--- src/rtl/cascaded_pulse_generator.sv ---
// Multi-rate, run-gated tick source: a programmable base divider followed by a
// chain of mod-RATIO stages, each producing an aligned, registered one-cycle tick.
module cascaded_pulse_generator #(
    parameter int WIDTH  = 20,
    parameter int STAGES = 4,   // at least 2: stage 0 plus one or more mod-RATIO stages
    parameter int RATIO  = 10
) (
    input  logic              clock,
    input  logic              reset,
    input  logic              run,
    input  logic              clear,
    input  logic              oneshot,
    input  logic [WIDTH-1:0]  period,
    output logic [STAGES-1:0] pulse,
    output logic              done
);

    localparam int SW = $clog2(RATIO);
    localparam logic [SW-1:0] LAST = SW'(RATIO - 1);

    logic [WIDTH-1:0]  period_q_r;
    logic [WIDTH-1:0]  period_q_s;
    logic [WIDTH-1:0]  count_r;
    logic [WIDTH-1:0]  count_s;
    logic [SW-1:0]     stage_r [1:STAGES-1];
    logic [SW-1:0]     stage_s [1:STAGES-1];
    logic [STAGES-1:0] pulse_r;
    logic [STAGES-1:0] pulse_s;
    logic [STAGES-1:0] wrap_s;
    logic              done_r;
    logic              done_s;
    logic              en_s;

    // Wrap chain: a stage wraps only when every faster stage wraps in the same cycle.
    always_comb begin
        en_s      = run & ~done_r;
        wrap_s    = '0;
        wrap_s[0] = en_s & (count_r == period_q_r);
        for (int k = 1; k < STAGES; k++) begin
            wrap_s[k] = wrap_s[k-1] & (stage_r[k] == LAST);
        end
    end

    // Next-state selection in priority order: reset/clear, halt, run, idle.
    always_comb begin
        period_q_s = period_q_r;
        count_s    = count_r;
        stage_s    = stage_r;
        pulse_s    = '0;
        done_s     = done_r;
        if (reset || clear) begin
            period_q_s = period;
            count_s    = '0;
            for (int k = 1; k < STAGES; k++) begin
                stage_s[k] = '0;
            end
            done_s = 1'b0;
        end else if (done_r) begin
            done_s = 1'b1;
        end else if (run) begin
            pulse_s = wrap_s;
            count_s = wrap_s[0] ? '0 : count_r + WIDTH'(1);
            for (int k = 1; k < STAGES; k++) begin
                if (wrap_s[k]) begin
                    stage_s[k] = '0;
                end else if (wrap_s[k-1]) begin
                    stage_s[k] = stage_r[k] + SW'(1);
                end else begin
                    stage_s[k] = stage_r[k];
                end
            end
            // A top-stage wrap already leaves every counter at zero; halting just latches done.
            if (oneshot && wrap_s[STAGES-1]) begin
                done_s = 1'b1;
            end else begin
                done_s = 1'b0;
            end
        end else begin
            pulse_s = '0;
        end
    end

    // State and output registers.
    always_ff @(posedge clock) begin
        period_q_r <= period_q_s;
        count_r    <= count_s;
        stage_r    <= stage_s;
        pulse_r    <= pulse_s;
        done_r     <= done_s;
    end

    assign pulse = pulse_r;
    assign done  = done_r;

endmodule

--- config.mk ---
export PLATFORM = sky130hd
export DESIGN_NAME = cascaded_pulse_generator
export DESIGN_NICKNAME = d
export VERILOG_FILES = /design/src/rtl/cascaded_pulse_generator.sv
export SDC_FILE = /design/constraint.sdc
export NUM_CORES = 1
export LEC_CHECK = 0
export CAP_MARGIN = 20
export CORE_AREA = 4 4 91 93
export CTS_CLUSTER_SIZE = 10
export DETAILED_ROUTE_END_ITERATION = 10
export DIE_AREA = 0 0 95 97
export PLACE_DENSITY_LB_ADDON = 0.2
export SYNTH_ARGS = -nofsm -noshare
export SYNTH_HDL_FRONTEND = slang
export SYNTH_SLANG_ARGS = --single-unit
--- constraint.sdc ---
create_clock -name clock -period 5.9 [get_ports clock]
set_clock_uncertainty 0.05 [all_clocks]
set_input_delay 1.77 -clock clock [delete_from_list [all_inputs] [get_ports clock]]
set_output_delay 1.77 -clock clock [all_outputs]
set_load 0.05 [all_outputs]
==> impl_metrics.py <==
metrics = {
    "run_status": {
        "outcome": "finished, final reports clean",
    },
    "global_routing": {
        "grt_pass1_wl_mm": 8.49,
        "grt_max_degree": 40,
        "grt_overflow": 0,
        "antenna_found_initial": 0,
        "grt_pass1_vias": 1855,
        "gr-usage-all-layers_pct": 12.0,
    },
    "sta": {
        "slew_headroom_pct": 43.5,
        "fmax_mhz": 230,
        "final.setup.tns_ns": 0,
        "worst_pin_slew_ns": 0.847,
        "fin_crit_ns": 4.36,
        "finalHoldViolCount": 0,
        "rsz0062_at_grt": "no",
        "timing.hold.ws_ns": 0.439,
        "period_share_pct": 73.8,
        "finalSetupViolations": 0,
        "slew_viol_final": 0,
    },
    "yosys": {
        "yosysTopAreaCell": "dfxtp_1",
        "synthCells": 253,
        "synth_area_sq_um": 2550,
        "synth_nets": 285,
        "ys_warn_count": 0,
        "synthTopCellsByArea": "dfxtp_1 (29%), edfxtp_1 (24%), xor2_1 (5.8%), nor2_1 (4.6%), xnor2_1 (4.5%)",
        "avgSynthCellArea_sq_um": 10.1,
        "ys_ff_latch": 57,
        "yosys.cell_types.count": 42,
        "synth_seq_area_share_pct": 52.6,
        "post-synth-top-area-fraction_pct": 29.0,
    },
    "critical_path": {
        "cp_cell_sequence": "clkdlybuf4s50_1 -> nor2b_4 -> o2111ai_1 -> or4_1 -> or3_1 -> or2b_1 -> nor2_1",
        "cp-end-kind": "flip-flop",
        "r2r-end": "count_r[4]",
        "slowest_delay_ns": 0.63,
        "r2r-start": "period_q_r[10]",
        "critPathTopFamily": "simple AND/OR/NAND/NOR gates",
        "cp_max_fo": 18,
        "slowest_stage": "or3_1",
        "r2r_slack_ns": 3.12,
        "reg2reg_depth": 6,
        "start_kind": "input pin",
        "required_ns": 6.05,
        "critPathKind": "input pin to flip-flop",
        "cp_data_arrival_time_ns": 4.51,
        "crit_buf_inv": 1,
    },
    "floorplan": {
        "dieArea_sq_um": 9220,
        "core_region_area_sq_um": 7530,
        "die_w_microns": 95,
        "rows": 32,
        "start_util_pct": 33.9,
        "ios": 30,
        "chipHeight_microns": 97,
    },
    "clock_network": {
        "cts_hold_buf": 0,
        "clock-sinks": 57,
        "htree_levels": 3,
        "clk_latency_ns": 0.33,
        "cts-root-buf": "clkbuf_8",
        "cts_buffer_depth": 2,
        "numCtsBuffers": 9,
        "post_cts_buffers": 0,
        "post_cts_resized": 0,
        "cts_tree": "built",
        "path_clk_slew_ns": 0.06,
    },
    "power_and_ir_drop": {
        "p_sw_w": 0.000178,
        "internal-power_w": 0.000606,
        "power_w": 0.000784,
        "p_seq_share_pct": 54.6,
        "ir_drop_uv": 86.5,
        "clock_power_share_pct": 40.7,
        "p_leak_nw": 1.07,
        "switching_share_pct": 22.7,
        "combinationalPowerShare_pct": 4.7,
        "pwr_density_cell_nw_per_um2": 252,
    },
    "route": {
        "wl_mm": 4.96,
        "drt_iter0_markers": 71,
        "via_count": 1833,
        "drc": 0,
        "wl_per_cell_microns": 12.7,
        "dr.pass1.iters": 4,
        "ant_nets": 0,
        "vias_per_cell": 4.68,
    },
    "layout": {
        "final_util_pct": 41.3,
        "final_cells": 392,
        "drive_gt1_share_pct": 8.28,
        "area_growth_pct": 21.9,
        "nets": 317,
        "n_antenna_cell": 0,
    },
    "worst_hold_path": {
        "min_delay_path_depth": 2,
        "hp-class": "flip-flop to flip-flop",
        "whs_endpoint": "stage_r[9]",
        "hold_path.startpoint": "stage_r[9]",
    },
    "placement": {
        "place_hpwl_mm": 3.50,
        "dp.cells": 376,
        "buffer_ports.inserted": 29,
        "routabilityCongestion": 0.766,
    },
    "flow_run": {
        "maxCapViolations": 0,
    },
}
-- area by class of cell --
class / count / area [sq um]
well taps: 102 / 128
multi-input cells: 176 / 1130
clock buffers: 11 / 141
fillers: 761 / 4420
clock inverters: 5 / 31.3
flip-flops and latches: 57 / 1340
repair buffers: 30 / 298
inverters: 11 / 41.3
-- metal layers --
layer / vias to the layer above / wire length (microns) / GRT usage, %
met1: 859 / 2300 / 14.8
met2: 25 / 2310 / 18.4
li1: 940 / - / -
met3: 9 / 278 / 5.68
met4: 0 / 73 / 4.00
met5: - / 0 / 0
-- worst max-delay path by stage --
stage          cells past startpoint  slack [ns]          end  from
2_1_floorplan                      7        2.12   stage_r[7]   run
3_3_place_gp                       7        1.28  count_r[11]   run
3_5_place_dp                       7        1.20  count_r[10]   run
4_1_cts                            7        1.55  count_r[14]   run
5_1_grt                            7        1.37  count_r[16]   run
6_report                           7        1.54   count_r[4]   run
-- through the flow --
stage | instance area (sq um) | worst slack, ns
5_1_grt | 3110 | 1.37
4_1_cts | 3110 | 1.55
6_report | 3110 | 1.54
2_1_floorplan | 2550 | 2.12
3_3_place_gp | 2940 | 1.28
3_5_place_dp | 2940 | 1.20
-- state kept, by name, summed over array words and instances (netlist names) --
name,flops
count_r,20
stage_r,12
done,1
pulse,4
period_q_r,20
-- cells in the final DEF (no fill, tap or decap), drive strengths merged, types with 2 or more instances in the layout --
| cell type | netlist | layout |
|---|---|---|
| clkbuf | 5 | 11 |
| or4 | 3 | 3 |
| nor2b | 8 | 8 |
| nand2b | 6 | 6 |
| or2 | 3 | 3 |
| nor2 | 31 | 31 |
| xnor2 | 13 | 13 |
| or2b | 2 | 2 |
| dfxtp | 37 | 37 |
| and3 | 5 | 5 |
| and2 | 2 | 2 |
| inv | 11 | 11 |
| clkdlybuf4s50 | 0 | 29 |
| nand2 | 19 | 19 |
| nand4 | 6 | 6 |
| edfxtp | 20 | 20 |
| clkinv | 0 | 4 |
| a21oi | 13 | 13 |
| o21ai | 3 | 3 |
| nor3 | 2 | 2 |
| nand3 | 11 | 11 |
| nand4b | 2 | 2 |
| ha | 7 | 7 |
| nor4 | 3 | 3 |
| a21bo | 2 | 2 |
| xor2 | 17 | 17 |
| o2111ai | 2 | 2 |
| or3 | 4 | 4 |
-- synthesized netlist by cell type --
cell	count
or2b_1	2
nand2b_1	6
nor2b_4	1
o21ai_0	3
dfxtp_1	37
a21bo_2	2
o2111a_1	1
buf_2	4
and3_1	5
nand4_1	6
and2_1	2
clkbuf_1	5
a21o_1	1
a2111oi_0	1
and4_1	1
a21oi_2	1
xnor2_1	13
nand3b_1	1
a41oi_1	1
or2_2	3
a222oi_1	1
nand3_1	11
inv_1	11
edfxtp_1	20
nand4b_1	2
nor2_1	31
o221ai_1	1
ha_1	7
a221oi_1	1
nor4_1	3
or3_1	4
o2111ai_1	2
nor3_1	2
nor2b_1	7
o31ai_1	1
xor2_1	17
o41ai_1	1
a21oi_1	12
or4_4	1
mux2i_1	1
nand2_1	19
or4_1	2
-- worst reg2reg max path: stages, from the launching register on --
cell and delay [ns]:
edfxtp_1 0.39, xnor2_1 0.16, o221ai_1 0.16, or4_1 0.50
or3_1 0.63, or2b_1 0.64, nor2_1 0.11
-- logic make-up after synthesis --
family	synth area share, %
flops	52.6
simple gates	22.2
mux	0.393
compound gates	7.90
xor+xnor	10.3
buf+inv	3.14
fa+ha+maj	3.43
-- power groups by stage --
stage	Combinational, W	Clock (W)	Sequential (W)
2_1_floorplan	0.0000177	0	0.000434
3_3_place_gp	0.0000374	0	0.000437
3_5_place_dp	0.0000375	0	0.000437
4_1_cts	0.0000377	0.000331	0.000428
5_1_grt	0.0000412	0.000347	0.000429
6_report	0.0000369	0.000319	0.000428
(Power assumes the default switching activity.)
